### config.mk
export PLATFORM = sky130hd
export DESIGN_NAME = cfg_frame_loader
export DESIGN_NICKNAME = d
export VERILOG_FILES = /design/src/rtl/cfg_pkg.sv /design/src/rtl/cfg_frame_store.sv /design/src/rtl/cfg_frame_loader.sv
export SDC_FILE = /design/constraint.sdc
export NUM_CORES = 2
export LEC_CHECK = 0
export ABC_CLOCK_PERIOD_IN_PS = 5400
export BUFFER_PORTS_ARGS = -buffer_cell sky130_fd_sc_hd__buf_4
export CAP_MARGIN = 20
export CORE_AREA = 3 3 541 543
export DETAILED_ROUTE_END_ITERATION = 7
export DIE_AREA = 0 0 544 546
export PLACE_DENSITY_LB_ADDON = 0.15
export SETUP_SLACK_MARGIN = 0.5
export SYNTH_ARGS = -nofsm -noshare
export SYNTH_HDL_FRONTEND = slang
export SYNTH_HIERARCHICAL = 1
export SYNTH_SLANG_ARGS = --single-unit
### constraint.sdc
create_clock -name clk -period 5.4 [get_ports clk]
set_input_delay 0.54 -clock clk [delete_from_list [all_inputs] [get_ports clk]]
set_output_delay 0.54 -clock clk [all_outputs]
set_load 0.01 [all_outputs]
### src/rtl/cfg_pkg.sv
// cfg_pkg: shared states, default sizes and frame type for the configuration frame loader.
package cfg_pkg;
  localparam int FRAME_W_DEF = 77;
  localparam int NUM_FRAMES_DEF = 16;
  typedef enum logic [1:0] {LOAD, CHECK, DONE, ERR} state_t;
  typedef logic [FRAME_W_DEF-1:0] frame_t;
endpackage

### src/rtl/cfg_frame_store.sv
// cfg_frame_store: frame array with one write port, a registered read port and a flat view for the fabric.
module cfg_frame_store #(
  parameter int FRAME_W = 77,
  parameter int NUM_FRAMES = 16,
  parameter int AW = 4
) (
  input  logic                          clk,
  input  logic                          rst,
  input  logic                          we,
  input  logic [AW-1:0]                 waddr,
  input  logic [FRAME_W-1:0]            wdata,
  input  logic [AW-1:0]                 rd_addr,
  output logic [FRAME_W-1:0]            rd_data,
  output logic [NUM_FRAMES*FRAME_W-1:0] flat
);
  logic [NUM_FRAMES-1:0][FRAME_W-1:0] mem;
  assign flat = mem;
  // Read samples mem before this edge's write lands, so a colliding read returns old data.
  always_ff @(posedge clk) begin
    if (rst) begin
      mem <= '0;
      rd_data <= '0;
    end else begin
      if (we) mem[waddr] <= wdata;
      rd_data <= mem[rd_addr];
    end
  end
endmodule

### src/rtl/cfg_frame_loader.sv
// cfg_frame_loader: loads configuration frames, verifies an XOR checksum and exposes the result to the fabric.
module cfg_frame_loader
  import cfg_pkg::*;
#(
  parameter int FRAME_W = FRAME_W_DEF,
  parameter int NUM_FRAMES = NUM_FRAMES_DEF,
  parameter int CHECK_EN = 1,
  localparam int CW = $clog2(NUM_FRAMES + 1),
  localparam int AW = $clog2(NUM_FRAMES)
) (
  input  logic                          clk,
  input  logic                          rst,
  input  logic [FRAME_W-1:0]            bit_i,
  input  logic                          bit_v_i,
  output logic                          bit_r_o,
  input  logic                          reconfig_i,
  output logic                          done_o,
  output logic                          err_o,
  output logic [CW-1:0]                 cnt_o,
  output logic [NUM_FRAMES*FRAME_W-1:0] cfg_o,
  input  logic [AW-1:0]                 rd_addr_i,
  output logic [FRAME_W-1:0]            rd_data_o
);
  state_t state, nxt;
  logic [CW-1:0] cnt;
  logic [FRAME_W-1:0] acc;
  logic [NUM_FRAMES*FRAME_W-1:0] flat;
  logic ld, chk;
  assign ld = bit_v_i && !reconfig_i && state == LOAD;
  assign chk = bit_v_i && !reconfig_i && state == CHECK;
  assign cnt_o = cnt;
  assign cfg_o = done_o ? flat : '0;
  always_comb begin
    nxt = reconfig_i ? LOAD
        : (ld && cnt == CW'(NUM_FRAMES - 1)) ? (CHECK_EN != 0 ? CHECK : DONE)
        : chk ? (bit_i == acc ? DONE : ERR)
        : state;
  end
  always_ff @(posedge clk) begin
    if (rst) begin
      state <= LOAD;
      cnt <= '0;
      acc <= '0;
      bit_r_o <= 1'b1;
      done_o <= 1'b0;
      err_o <= 1'b0;
    end else begin
      state <= nxt;
      bit_r_o <= nxt == LOAD || nxt == CHECK;
      done_o <= nxt == DONE;
      err_o <= nxt == ERR;
      if (reconfig_i) begin
        cnt <= '0;
        acc <= '0;
      end else if (ld) begin
        cnt <= cnt == CW'(NUM_FRAMES) ? cnt : cnt + 1'b1;
        acc <= acc ^ bit_i;
      end
    end
  end
  cfg_frame_store #(.FRAME_W(FRAME_W), .NUM_FRAMES(NUM_FRAMES), .AW(AW)) u_store (
    .clk(clk),
    .rst(rst),
    .we(ld),
    .waddr(cnt[AW-1:0]),
    .wdata(bit_i),
    .rd_addr(rd_addr_i),
    .rd_data(rd_data_o),
    .flat(flat)
  );
endmodule

==> qor.csv <==
stage;metric;value;unit
floorplan;num rows;197;
detailed_routing;initial detailed-routing violation count;7323;
detailed_routing;Routed Wire Length;434000;µm
job;max-cap violations;0;
timing;Slew headroom;17.6;%
placed_design;GPL Wtd Cong;0.899;
timing;Slew @ Worst Pin;1240;ps
layout;storage element area;0.0280;mm²
worst_setup_path;worst path cell trace;buf_4 > and2_1 > buf_4;
logic_synthesis;synth warn;6;
layout;layout cell share with drive strength beyond 1;19.6;%
placed_design;port buffer count;1401;
placed_design;dpl cells;13200;
worst_setup_path;Crit path top cell by count;buf_4;
pwr;Static Leak;34.1;nW
floorplan;core area;0.288;mm²
cts;clk buf depth;4;
pwr;combinational power share;7.4;%
timing;Slew Limit Fails;0;
layout;area of the multi-input gates;0.0355;mm²
timing;Max Clock Freq;273;MHz
cts;CTS clock-pin slew for the worst setup and hold paths;60;ps
detailed_routing;DRC Markers;0;
pwr;P_int;18.4;mW
worst_setup_path;R2R depth;6;
placed_design;HPWL Detailed;313000;µm
min_path;Hold Crit Depth;3;
pwr;Peak VDD IR;214;µV
logic_synthesis;Seq/Total Area, Yosys;41.9;%
floorplan;Initial Utilization;23.1;%
detailed_routing;vias per inst;4.99;
worst_setup_path;crit path launch type;flop;
worst_setup_path;max incr delay on CP;810;ps
floorplan;die area;0.297;mm²
global_route;grt total ovfl;0;
timing;Period minus WS final;3660;ps
cts;root buffer cell;clkbuf_16;
min_path;Hold WC Path Type;in -> reg;
cts;cts repair resizes;0;
worst_setup_path;Crit. End Element;output port;
detailed_routing;DR WL/cell;32.0;µm
worst_setup_path;arrival time worst endpoint;3120;ps
detailed_routing;vias;67600;
pwr;Psw;6.53;mW
pwr;clock power share;50.6;%
cts;Post-CTS Setup Repair Bufs;0;
timing;Hold Slack;95.0;ps
global_route;initial antenna violation count;16;
cts;clock buffer count from CTS;179;
timing;Tcrit/Tclk final;67.8;%
timing;final setup fails;0;
cts;Clock Latency Late Sink;860;ps
pwr;Power Dens Cells;287;mW/mm²
global_route;vias in the first global route;64100;
floorplan;Die Height;546;µm
layout;final net count;9707;
worst_setup_path;cell at the slowest stage of the critical path;buf_4;
global_route;GRT Total Usage;27.6;%
status;outcome;complete, no violations;
logic_synthesis;Yosys reg bits;1396;
timing;setup TNS;0;ps
logic_synthesis;Synth Cell Area;0.0667;mm²
pwr;Flop pwr share;42.0;%
global_route;largest net degree at the start of global routing;190;
timing;Final Hold Fails;0;
cts;H-tree lvl count;4;
layout;area growth from synthesis to layout;29.9;%
layout;fillers;30800;
detailed_routing;DRT Pass-1 Iters;6;
logic_synthesis;Distinct cells, synth;43;
logic_synthesis;Post-Syn Instances;8728;
floorplan;Boundary Pins;1402;
global_route;first-pass GRT wire length;574000;µm
pwr;Net Sw Frac;26.2;%
worst_setup_path;critical path class;reg -> out;
layout;fin cells;13600;
cts;clk sinks;1396;
timing;RSZ-0062 raised after global routing;no;
timing;Worst Skew;55.4;ps
worst_setup_path;CP Max Fanout;123;
logic_synthesis;synthesized net count;8816;
cts;CTS tree;done;
worst_setup_path;Worst Path Required;4860;ps
detailed_routing;final antenna-violating net count;0;
floorplan;die span in x;544;µm
logic_synthesis;Avg Inst Size Synth;7.64;µm²
cts;hold buffer count at CTS;0;
[cells in the mapped netlist]
cell type,count,share of area [%]
a221oi_1,15,0.20
nand4_1,13,0.12
nor2_4,2,0.034
nor4_2,2,0.038
nor3b_2,1,0.019
mux2i_1,587,8.8
inv_2,1,0.0056
o41a_2,1,0.019
o21ai_0,30,0.23
and2_1,1234,12
nand2b_1,5,0.047
nand2_1,2689,15
nor2b_1,6,0.056
nand3b_1,1,0.011
a22oi_1,278,3.1
or2_2,3,0.028
nor4_1,9,0.084
ha_1,3,0.056
buf_1,25,0.14
dfxtp_1,1396,42
xnor2_1,49,0.64
nor3b_1,1,0.011
nand3_1,7,0.053
buf_2,155,1.2
or3b_4,1,0.017
nor3_4,1,0.024
clkbuf_1,661,3.7
a41o_1,1,0.015
inv_1,5,0.028
a211oi_1,1,0.011
or3_1,1,0.0094
and3_1,2,0.019
nor2_1,96,0.54
o22ai_1,62,0.58
nor3_1,3,0.023
nand3b_4,1,0.030
nor2_2,1,0.0094
mux4_2,15,0.51
a21oi_1,1234,9.3
buf_4,20,0.23
xor2_1,108,1.4
or2_1,1,0.0094
nand4_4,1,0.032
[cell usage in the layout, fill, tap and decap left out, types with 15 or more instances in the layout]
| cell type | netlist | layout |
|---|---|---|
| xnor2_1 | 49 | 49 |
| mux4_2 | 15 | 15 |
| buf_12 | 0 | 40 |
| bufinv_16 | 0 | 16 |
| dfxtp_1 | 1396 | 1395 |
| o21ai_0 | 30 | 29 |
| clkbuf_16 | 0 | 182 |
| a21oi_1 | 1234 | 1234 |
| clkinv_2 | 0 | 30 |
| a22oi_1 | 278 | 278 |
| a221oi_1 | 15 | 15 |
| mux2i_1 | 587 | 587 |
| clkbuf_8 | 0 | 43 |
| nor2_1 | 96 | 86 |
| buf_4 | 20 | 1526 |
| and2_1 | 1234 | 1233 |
| xor2_1 | 108 | 108 |
| o22ai_1 | 62 | 62 |
| nand2_1 | 2689 | 2683 |
| clkbuf_1 | 661 | 37 |
[routing by layer]
metal	GRT usage, %	part of all wire, %	vias to the layer above
met4	14.3	6.0	6
met1	33.0	39	33100
li1	-	-	30200
met2	47.7	49	3608
met5	0	0.0081	-
met3	4.15	6.9	632
[registers in the layout, indices dropped and copies added (netlist names)]
name	cells
u_store/flat	1232
acc	77
u_store/rd_data	77
cnt_o	5
state	2
bit_r_o	1
done_o	1
err_o	1
[power groups by stage]
stage          Sequential [mW]  Clock [mW]  Combinational, mW
2_1_floorplan             10.7           0              0.851
4_1_cts                   10.5        12.8               1.87
3_3_place_gp              10.7           0               1.86
6_report                  10.5        12.6               1.84
3_5_place_dp              10.7           0               1.86
5_1_grt                   10.5        13.2               1.89
[metrics by stage]
step	power [mW]	utilization [%]	worst slack, ps	cell area (µm²)
2_1_floorplan	11.5	-	2920	66700
3_3_place_gp	12.5	27.9	1650	80500
3_5_place_dp	12.6	27.9	1620	80500
4_1_cts	25.2	30.0	1680	86500
5_1_grt	25.6	30.1	1600	86600
6_report	24.9	30.1	1740	86600
[path summary, 6_finish.rpt]
kind,end,startpoint,slack (ps)
setup / recovery,cfg_o[210],done_o,1740
setup reg to reg,u_store/flat[254],cnt_o[1],1770
hold / removal,u_store/flat[1020],bit_i[19],90
hold reg to reg,u_store/flat[766],u_store/flat[766],470
[layout make-up]
class,count,area share (%)
Inverter,6,0.0260
Antenna cell,14,0.0404
Sequential cell,1396,32.3
Tap cell,3781,5.46
Clock buffer,262,6.10
Multi-Input combinational cell,6465,41.0
Timing Repair Buffer,1571,14.3
Clock inverter,56,0.858
[logic make-up (layout without fill, tap and decap cells)]
kind of cell | count (synthesis) | count (layout) | share of synthesized area (%)
adder cells (fa/ha/maj) | 3 | 3 | 0.0563
other | 0 | 14 | 0
AND/OR/NAND/NOR | 4081 | 4081 | 27.9
buffers and inverters | 867 | 1895 | 5.28
multiplexers | 602 | 602 | 9.32
flip-flops | 1396 | 1396 | 41.9
AO/OA/AOI/OAI | 1622 | 1622 | 13.4
XOR/XNOR | 157 | 157 | 2.06
[worst max-delay path: cells and delay by family (launching register included)]
kind	cells	cell delay, ps
simple gates	1	400
buf+inv	2	990
flops	1	730
No activity file was read; power rests on OpenSTA's default activity.
